File: src/rtl/dec38_seq.sv
// Sequential 3-to-8 one-hot decoder: codes arrive through a small FIFO, and each
// one is held on Q for a programmable dwell time, followed by a programmable blank gap.
module dec38_seq #(
    parameter int DEPTH   = 4,
    parameter int DWELL_W = 8,
    parameter int GAP_W   = 4
) (
    input  logic                     clk,
    input  logic                     rst_n,
    input  logic                     in_valid,
    input  logic [2:0]               in_code,
    output logic                     in_ready,
    input  logic [DWELL_W-1:0]       dwell,
    input  logic [GAP_W-1:0]         gap,
    output logic [7:0]               Q,
    output logic                     busy,
    output logic [$clog2(DEPTH):0]   level,
    output logic                     done_pulse
);

    localparam int AW = $clog2(DEPTH);
    localparam int LW = AW + 1;
    localparam int CW = (DWELL_W > GAP_W) ? DWELL_W : GAP_W;

    typedef enum logic [1:0] {
        S_IDLE,
        S_SHOW,
        S_GAP
    } state_t;

    state_t          r_state;
    state_t          w_state_nxt;
    logic [CW-1:0]   r_cnt;
    logic [CW-1:0]   w_cnt_nxt;
    logic [7:0]      r_q;
    logic [7:0]      w_q_nxt;
    logic            r_done;

    logic [2:0]      r_mem [DEPTH];
    logic [AW-1:0]   r_wr_ptr;
    logic [AW-1:0]   r_rd_ptr;
    logic [LW-1:0]   r_level;

    logic            w_wr;
    logic            w_pop;
    logic            w_start;
    logic            w_have;
    logic            w_gap_on;
    logic [2:0]      w_head;
    logic [CW-1:0]   w_dwell_ld;
    logic [CW-1:0]   w_gap_ld;

    assign in_ready   = (r_level != LW'(DEPTH));
    assign w_wr       = in_valid && in_ready;
    assign w_have     = (r_level != '0);
    assign w_head     = r_mem[r_rd_ptr];
    assign w_gap_on   = (gap != '0);
    // A dwell of 0 behaves like 1, so the shortest code still holds for one cycle.
    assign w_dwell_ld = (dwell == '0) ? '0 : CW'(dwell - DWELL_W'(1));
    assign w_gap_ld   = CW'(gap - GAP_W'(1));

    assign Q          = r_q;
    assign busy       = (r_state != S_IDLE);
    assign level      = r_level;
    assign done_pulse = r_done;

    always_comb begin
        // NOTE: every variable gets a default first so no path leaves it unassigned and infers a latch.
        w_state_nxt = r_state;
        w_cnt_nxt   = r_cnt;
        w_q_nxt     = r_q;
        w_start     = 1'b0;

        case (r_state)
            S_IDLE: begin
                w_q_nxt = '0;
                w_start = w_have;
            end
            S_SHOW: begin
                if (r_cnt != '0) begin
                    w_cnt_nxt = r_cnt - CW'(1);
                end else if (w_gap_on) begin
                    w_state_nxt = S_GAP;
                    w_cnt_nxt   = w_gap_ld;
                    w_q_nxt     = '0;
                end else if (w_have) begin
                    w_start = 1'b1;
                end else begin
                    w_state_nxt = S_IDLE;
                    w_q_nxt     = '0;
                end
            end
            S_GAP: begin
                w_q_nxt = '0;
                if (r_cnt != '0) begin
                    w_cnt_nxt = r_cnt - CW'(1);
                end else if (w_have) begin
                    w_start = 1'b1;
                end else begin
                    w_state_nxt = S_IDLE;
                end
            end
            default: begin
                w_state_nxt = S_IDLE;
                w_q_nxt     = '0;
            end
        endcase

        if (w_start) begin
            w_state_nxt = S_SHOW;
            w_cnt_nxt   = w_dwell_ld;
            w_q_nxt     = 8'd1 << w_head;
        end
    end

    assign w_pop = w_start;

    always_ff @(posedge clk or negedge rst_n) begin
        if (!rst_n) begin
            r_state  <= S_IDLE;
            r_cnt    <= '0;
            r_q      <= '0;
            r_done   <= 1'b0;
            r_wr_ptr <= '0;
            r_rd_ptr <= '0;
            r_level  <= '0;
        end else begin
            // NOTE: non-blocking assignments so every register samples pre-edge values regardless of statement order.
            r_state <= w_state_nxt;
            r_cnt   <= w_cnt_nxt;
            r_q     <= w_q_nxt;
            // Registered so the pulse lines up with the final cycle a code is on Q.
            r_done  <= (w_state_nxt == S_SHOW) && (w_cnt_nxt == '0);
            if (w_wr) begin
                r_wr_ptr <= r_wr_ptr + AW'(1);
            end
            if (w_pop) begin
                r_rd_ptr <= r_rd_ptr + AW'(1);
            end
            case ({w_wr, w_pop})
                2'b10:   r_level <= r_level + LW'(1);
                2'b01:   r_level <= r_level - LW'(1);
                default: r_level <= r_level;
            endcase
        end
    end

    // NOTE: storage is not reset; the pointers and level define which entries are meaningful.
    always_ff @(posedge clk) begin
        if (w_wr) begin
            r_mem[r_wr_ptr] <= in_code;
        end
    end

endmodule

File: config.mk
export PLATFORM = sky130hd
export DESIGN_NAME = dec38_seq
export DESIGN_NICKNAME = d
export VERILOG_FILES = /design/src/rtl/dec38_seq.sv
export SDC_FILE = /design/constraint.sdc
export NUM_CORES = 1
export LEC_CHECK = 0
export BUFFER_PORTS_ARGS = -buffer_cell sky130_fd_sc_hd__buf_2
export CAP_MARGIN = 5
export CELL_PAD_IN_SITES_DETAIL_PLACEMENT = 2
export CELL_PAD_IN_SITES_GLOBAL_PLACEMENT = 2
export CORE_MARGIN = 10
export CORE_UTILIZATION = 30
export DETAILED_ROUTE_END_ITERATION = 16
export PLACE_DENSITY = 0.79
export REMOVE_ABC_BUFFERS = 1
export SLEW_MARGIN = 20
export SYNTH_ARGS = -nofsm -noshare
export SYNTH_HDL_FRONTEND = slang
export SYNTH_SLANG_ARGS = --single-unit
File: constraint.sdc
create_clock -name clk -period 3.62 [get_ports clk]
set_clock_uncertainty 0.1 [all_clocks]
set_input_delay 0.362 -clock clk [delete_from_list [all_inputs] [get_ports clk]]
set_output_delay 0.362 -clock clk [all_outputs]
set_load 0.05 [all_outputs]
==> impl_results.rst <==
.. list-table::
   :header-rows: 1

   * - Metric
     - Value
   * - Routed wl met2
     - 3242 um
   * - Worst Setup End Kind
     - register
   * - Clk buf depth
     - 2
   * - Max stage delay on crit path
     - 0.43 ns
   * - Number of synthesized flops with an enable pin
     - 12
   * - F_max
     - 348.4 MHz
   * - Number of DRC markers in iteration 0
     - 62
   * - Critical Path Slowest Stage Cell
     - dfrtp_1
   * - Pin count of the biggest net entering global routing
     - 27
   * - Number of cells produced by synthesis
     - 231
   * - Startpoint of the tightest hold check path
     - in_code[2]
   * - Avg Inst Size Synth
     - 10.20 sq um
   * - Count of synthesis-stage warnings from yosys
     - 0
   * - # diodes
     - 0
   * - Number of hold-slack violations in the final timing report
     - 0
   * - Worst-Skew Late Latency
     - 0.28 ns
   * - Vias per inst
     - 5.035
   * - Clock tree from TritonCTS
     - done
   * - Peak fanout along the critical path
     - 6
   * - Port bufs
     - 31
   * - Hold WC Path Type
     - in2reg
   * - Die Y
     - 108.6 um
   * - Total area of sequential cells
     - 0.001011 sq mm
   * - Wire length of the first global-routing pass
     - 11170 um
   * - Async set-or-reset flop fraction in the synthesized netlist
     - 0.6842
   * - Library cell with the largest summed area after synthesis
     - dfrtp_1
   * - Primary FF master, synth
     - dfrtp_1
   * - Fin nets
     - 296
   * - Unrepaired setup endpoints after global routing
     - no
   * - Fin crit share
     - 0.7930
   * - Starting utilization of the core area
     - 0.3066
   * - Slew at the pin closest to its max-slew limit
     - 0.7772 ns
   * - Post-synth top area share
     - 0.2760
   * - Number of sinks handled by clock tree synthesis
     - 38
   * - Count of pins over their slew limit
     - 0
   * - Multi-input gate area
     - 0.001225 sq mm
   * - Placed wire-length estimate
     - 5222 um
   * - Largest cells by area after synthesis
     - dfrtp_1, edfxtp_1, ha_1
   * - Result of the run
     - complete, no violations
   * - Class of the most critical setup path
     - reg2reg
   * - Flip-flop and latch count after synthesis
     - 38
   * - Total length of routed wires
     - 6450 um
   * - Length of routed met3 wiring
     - 199 um
   * - Std-Cell Core Area
     - 0.007687 sq mm
   * - Setup TNS
     - 0 ns
   * - Max-cap viol count
     - 0
   * - Setup slack of the most critical reg-to-reg path
     - 0.75 ns
   * - Portion of the post-synthesis area used by sequential elements
     - 0.4289
   * - GR Util All Layers
     - 0.1167
   * - Clock-pin slew on the worst setup and hold paths
     - 0.08 ns
   * - Clock period minus worst slack
     - 2.871 ns
   * - Max-Slew Margin vs Limit
     - 0.4753
   * - Reg-to-reg critical path endpoint
     - level[2]
   * - Combined area of all synthesized cells
     - 0.002357 sq mm
   * - Total via count after detailed routing
     - 1848
   * - CTS-repair resized insts
     - 0
   * - PnR Total Power
     - 2.624 mW
   * - Site row count
     - 32
   * - Total I/O pin count
     - 32
   * - Area of the die
     - 0.01180 sq mm
   * - DRC violation count after routing
     - 0
   * - Post-route cell area
     - 0.002753 sq mm
   * - Synth-to-Final Area Change
     - 16.77%
   * - Worst EP required
     - 3.72 ns
   * - Global-route congestion overflow total
     - 0
   * - Cell repeated most along the worst path
     - inv_1
   * - Ratio of cells with drive above 1 in the final layout
     - 0.2113
   * - Kind of launch point of the worst setup path
     - register
   * - Routed WL per cell
     - 17.57 um
   * - Final Setup Violations
     - 0
   * - Register-to-Register Path Depth
     - 12
   * - Worst flop-to-flop path startpoint
     - r_cnt[0]
   * - Layout filler cell count
     - 894
   * - CTS buffer count
     - 5
   * - Number of levels in the clock H-tree
     - 2
   * - Total setup buffers inserted after CTS
     - 0
   * - Initial antenna violation count
     - 0
   * - Worst vdd rail ir drop
     - 0.0004307 V
   * - Number of detailed-route iterations in the first pass
     - 4
   * - Static Leakage
     - 1.205 nW
   * - Hold endpoint
     - r_mem[2][2]
   * - Count of unique library cells instantiated by Yosys
     - 58
   * - Crit path DAT
     - 2.97 ns
   * - Worst-path cell chain
     - inv_1 -> ha_1 -> nor3b_1 -> and2_4 -> o211ai_2 -> inv_1 -> ha_1 -> inv_1 -> fa_1 -> xor2_1 -> nor2_1 -> xor2_1
   * - Final ANT Viol Nets
     - 0
   * - Min-Delay Path Depth
     - 1
   * - Total power divided by cell area
     - 953.2 mW/mm^2
   * - Root buffer cell
     - clkbuf_8
   * - Total placed instance area
     - 0.002605 sq mm
   * - Worst slack on hold paths
     - 0.2017 ns
   * - Via count of the first global-routing pass
     - 2166
   * - Width of the chip
     - 108.6 um
   * - Top metal layer carrying routed signals
     - met4
   * - Number of buffers inserted for hold repair after clock tree synthesis
     - 1
   * - Global placement routability congestion
     - 0.8122
   * - Wl on met1
     - 2963 um
-- cell usage after synthesis (2+ instances only) --
| library cell | n |
|---|---|
| a31oi_1 | 2 |
| o22a_1 | 2 |
| nor2b_1 | 4 |
| o31ai_1 | 3 |
| nor2_1 | 15 |
| nor3b_1 | 4 |
| nor4_2 | 2 |
| or3_1 | 6 |
| nand2b_1 | 3 |
| dfrtp_1 | 26 |
| ha_1 | 13 |
| or2_2 | 3 |
| nand3_1 | 2 |
| a211o_1 | 2 |
| xnor2_1 | 6 |
| inv_1 | 21 |
| a22o_1 | 4 |
| a211oi_1 | 4 |
| and3_1 | 6 |
| nor3_1 | 6 |
| xor2_1 | 4 |
| clkbuf_1 | 4 |
| edfxtp_1 | 12 |
| buf_6 | 2 |
| mux4_2 | 3 |
| nand2_1 | 15 |
| a21oi_1 | 7 |
| o41ai_1 | 3 |
| a32o_1 | 4 |
| o21ai_0 | 15 |
-- flip-flops by register name (all words and copies together) (netlist names) --
signal and flops:
r_mem 12, Q 8, r_cnt 8, level 3, r_rd_ptr 2, r_state 2
r_wr_ptr 2, done_pulse 1
-- worst max path at each step --
stage / startpoint / to / slack, ns
2_1_floorplan: level[2] / level[2] / 0.79
3_3_place_gp: gap[0] / done_pulse / 0.75
3_5_place_dp: gap[0] / level[2] / 0.55
4_1_cts: r_state[1] / done_pulse / 0.72
5_1_grt: r_state[1] / done_pulse / 0.51
6_report: r_cnt[0] / level[2] / 0.75
-- placed cells by master, fill, tap and decap left out, types with 5 or more instances in the layout --
cell | Yosys | routed
nor2_1 | 15 | 15
a21oi_1 | 7 | 7
dfrtp_1 | 26 | 26
and3_1 | 6 | 6
xnor2_1 | 6 | 6
nand2_1 | 15 | 15
o21ai_0 | 15 | 15
buf_2 | 1 | 31
nor3_1 | 6 | 6
edfxtp_1 | 12 | 12
ha_1 | 13 | 13
or3_1 | 6 | 6
clkbuf_8 | 0 | 5
inv_1 | 21 | 21
-- cells by family (layout without fill, tap and decap cells) --
group / count (synthesis) / in the layout / synth area share
AO/OA/AOI/OAI: 59 / 59 / 0.1778
XOR/XNOR: 10 / 10 / 0.03715
adder cells (fa/ha/maj): 14 / 14 / 0.07750
buffers and inverters: 28 / 62 / 0.05148
flip-flops: 38 / 38 / 0.4289
multiplexers: 3 / 3 / 0.02866
AND/OR/NAND/NOR: 79 / 79 / 0.1985
-- through the flow --
stage / cells / setup WS (ns) / utilization
3_5_place_dp: 358 / 0.5533 / 0.3389
3_3_place_gp: 358 / 0.7532 / 0.3389
2_1_floorplan: 224 / 0.7940 / -
5_1_grt: 367 / 0.5145 / 0.3581
6_report: 367 / 0.7493 / 0.3581
4_1_cts: 367 / 0.7242 / 0.3581
-- power by group --
part	total, mW	internal [mW]	switching (mW)
Combinational	1.44	0.502	0.934
Sequential	0.758	0.607	0.151
Clock	0.430	0.276	0.154
-- per-layer routing --
metal / global-route usage / vias up
met1: 0.1450 / 922
met4: 0.02825 / 0
met2: 0.2039 / 17
met3: 0.02183 / 2
met5: 0 / -
li1: - / 907
-- layout make-up --
type,instances,area share
clock inverter,3,0.02500
clock buffer,5,0.02500
tap,102,0.04636
multi-input combinational,165,0.4450
sequential,38,0.3673
inverter,21,0.02864
timing repair buffer,33,0.06273
-- worst max-delay path, delay by kind of cell (launching register included) --
family | cells | cell delay (ns)
xor gates and xnor gates | 2 | 0.34
DFF | 1 | 0.43
buffers and inverters | 3 | 0.31
and+or+nand+nor | 3 | 0.74
adders and majority gates | 3 | 0.77
AOI/OAI and AO/OA | 1 | 0.09
Note: power is estimated with default switching activity, not from simulation.
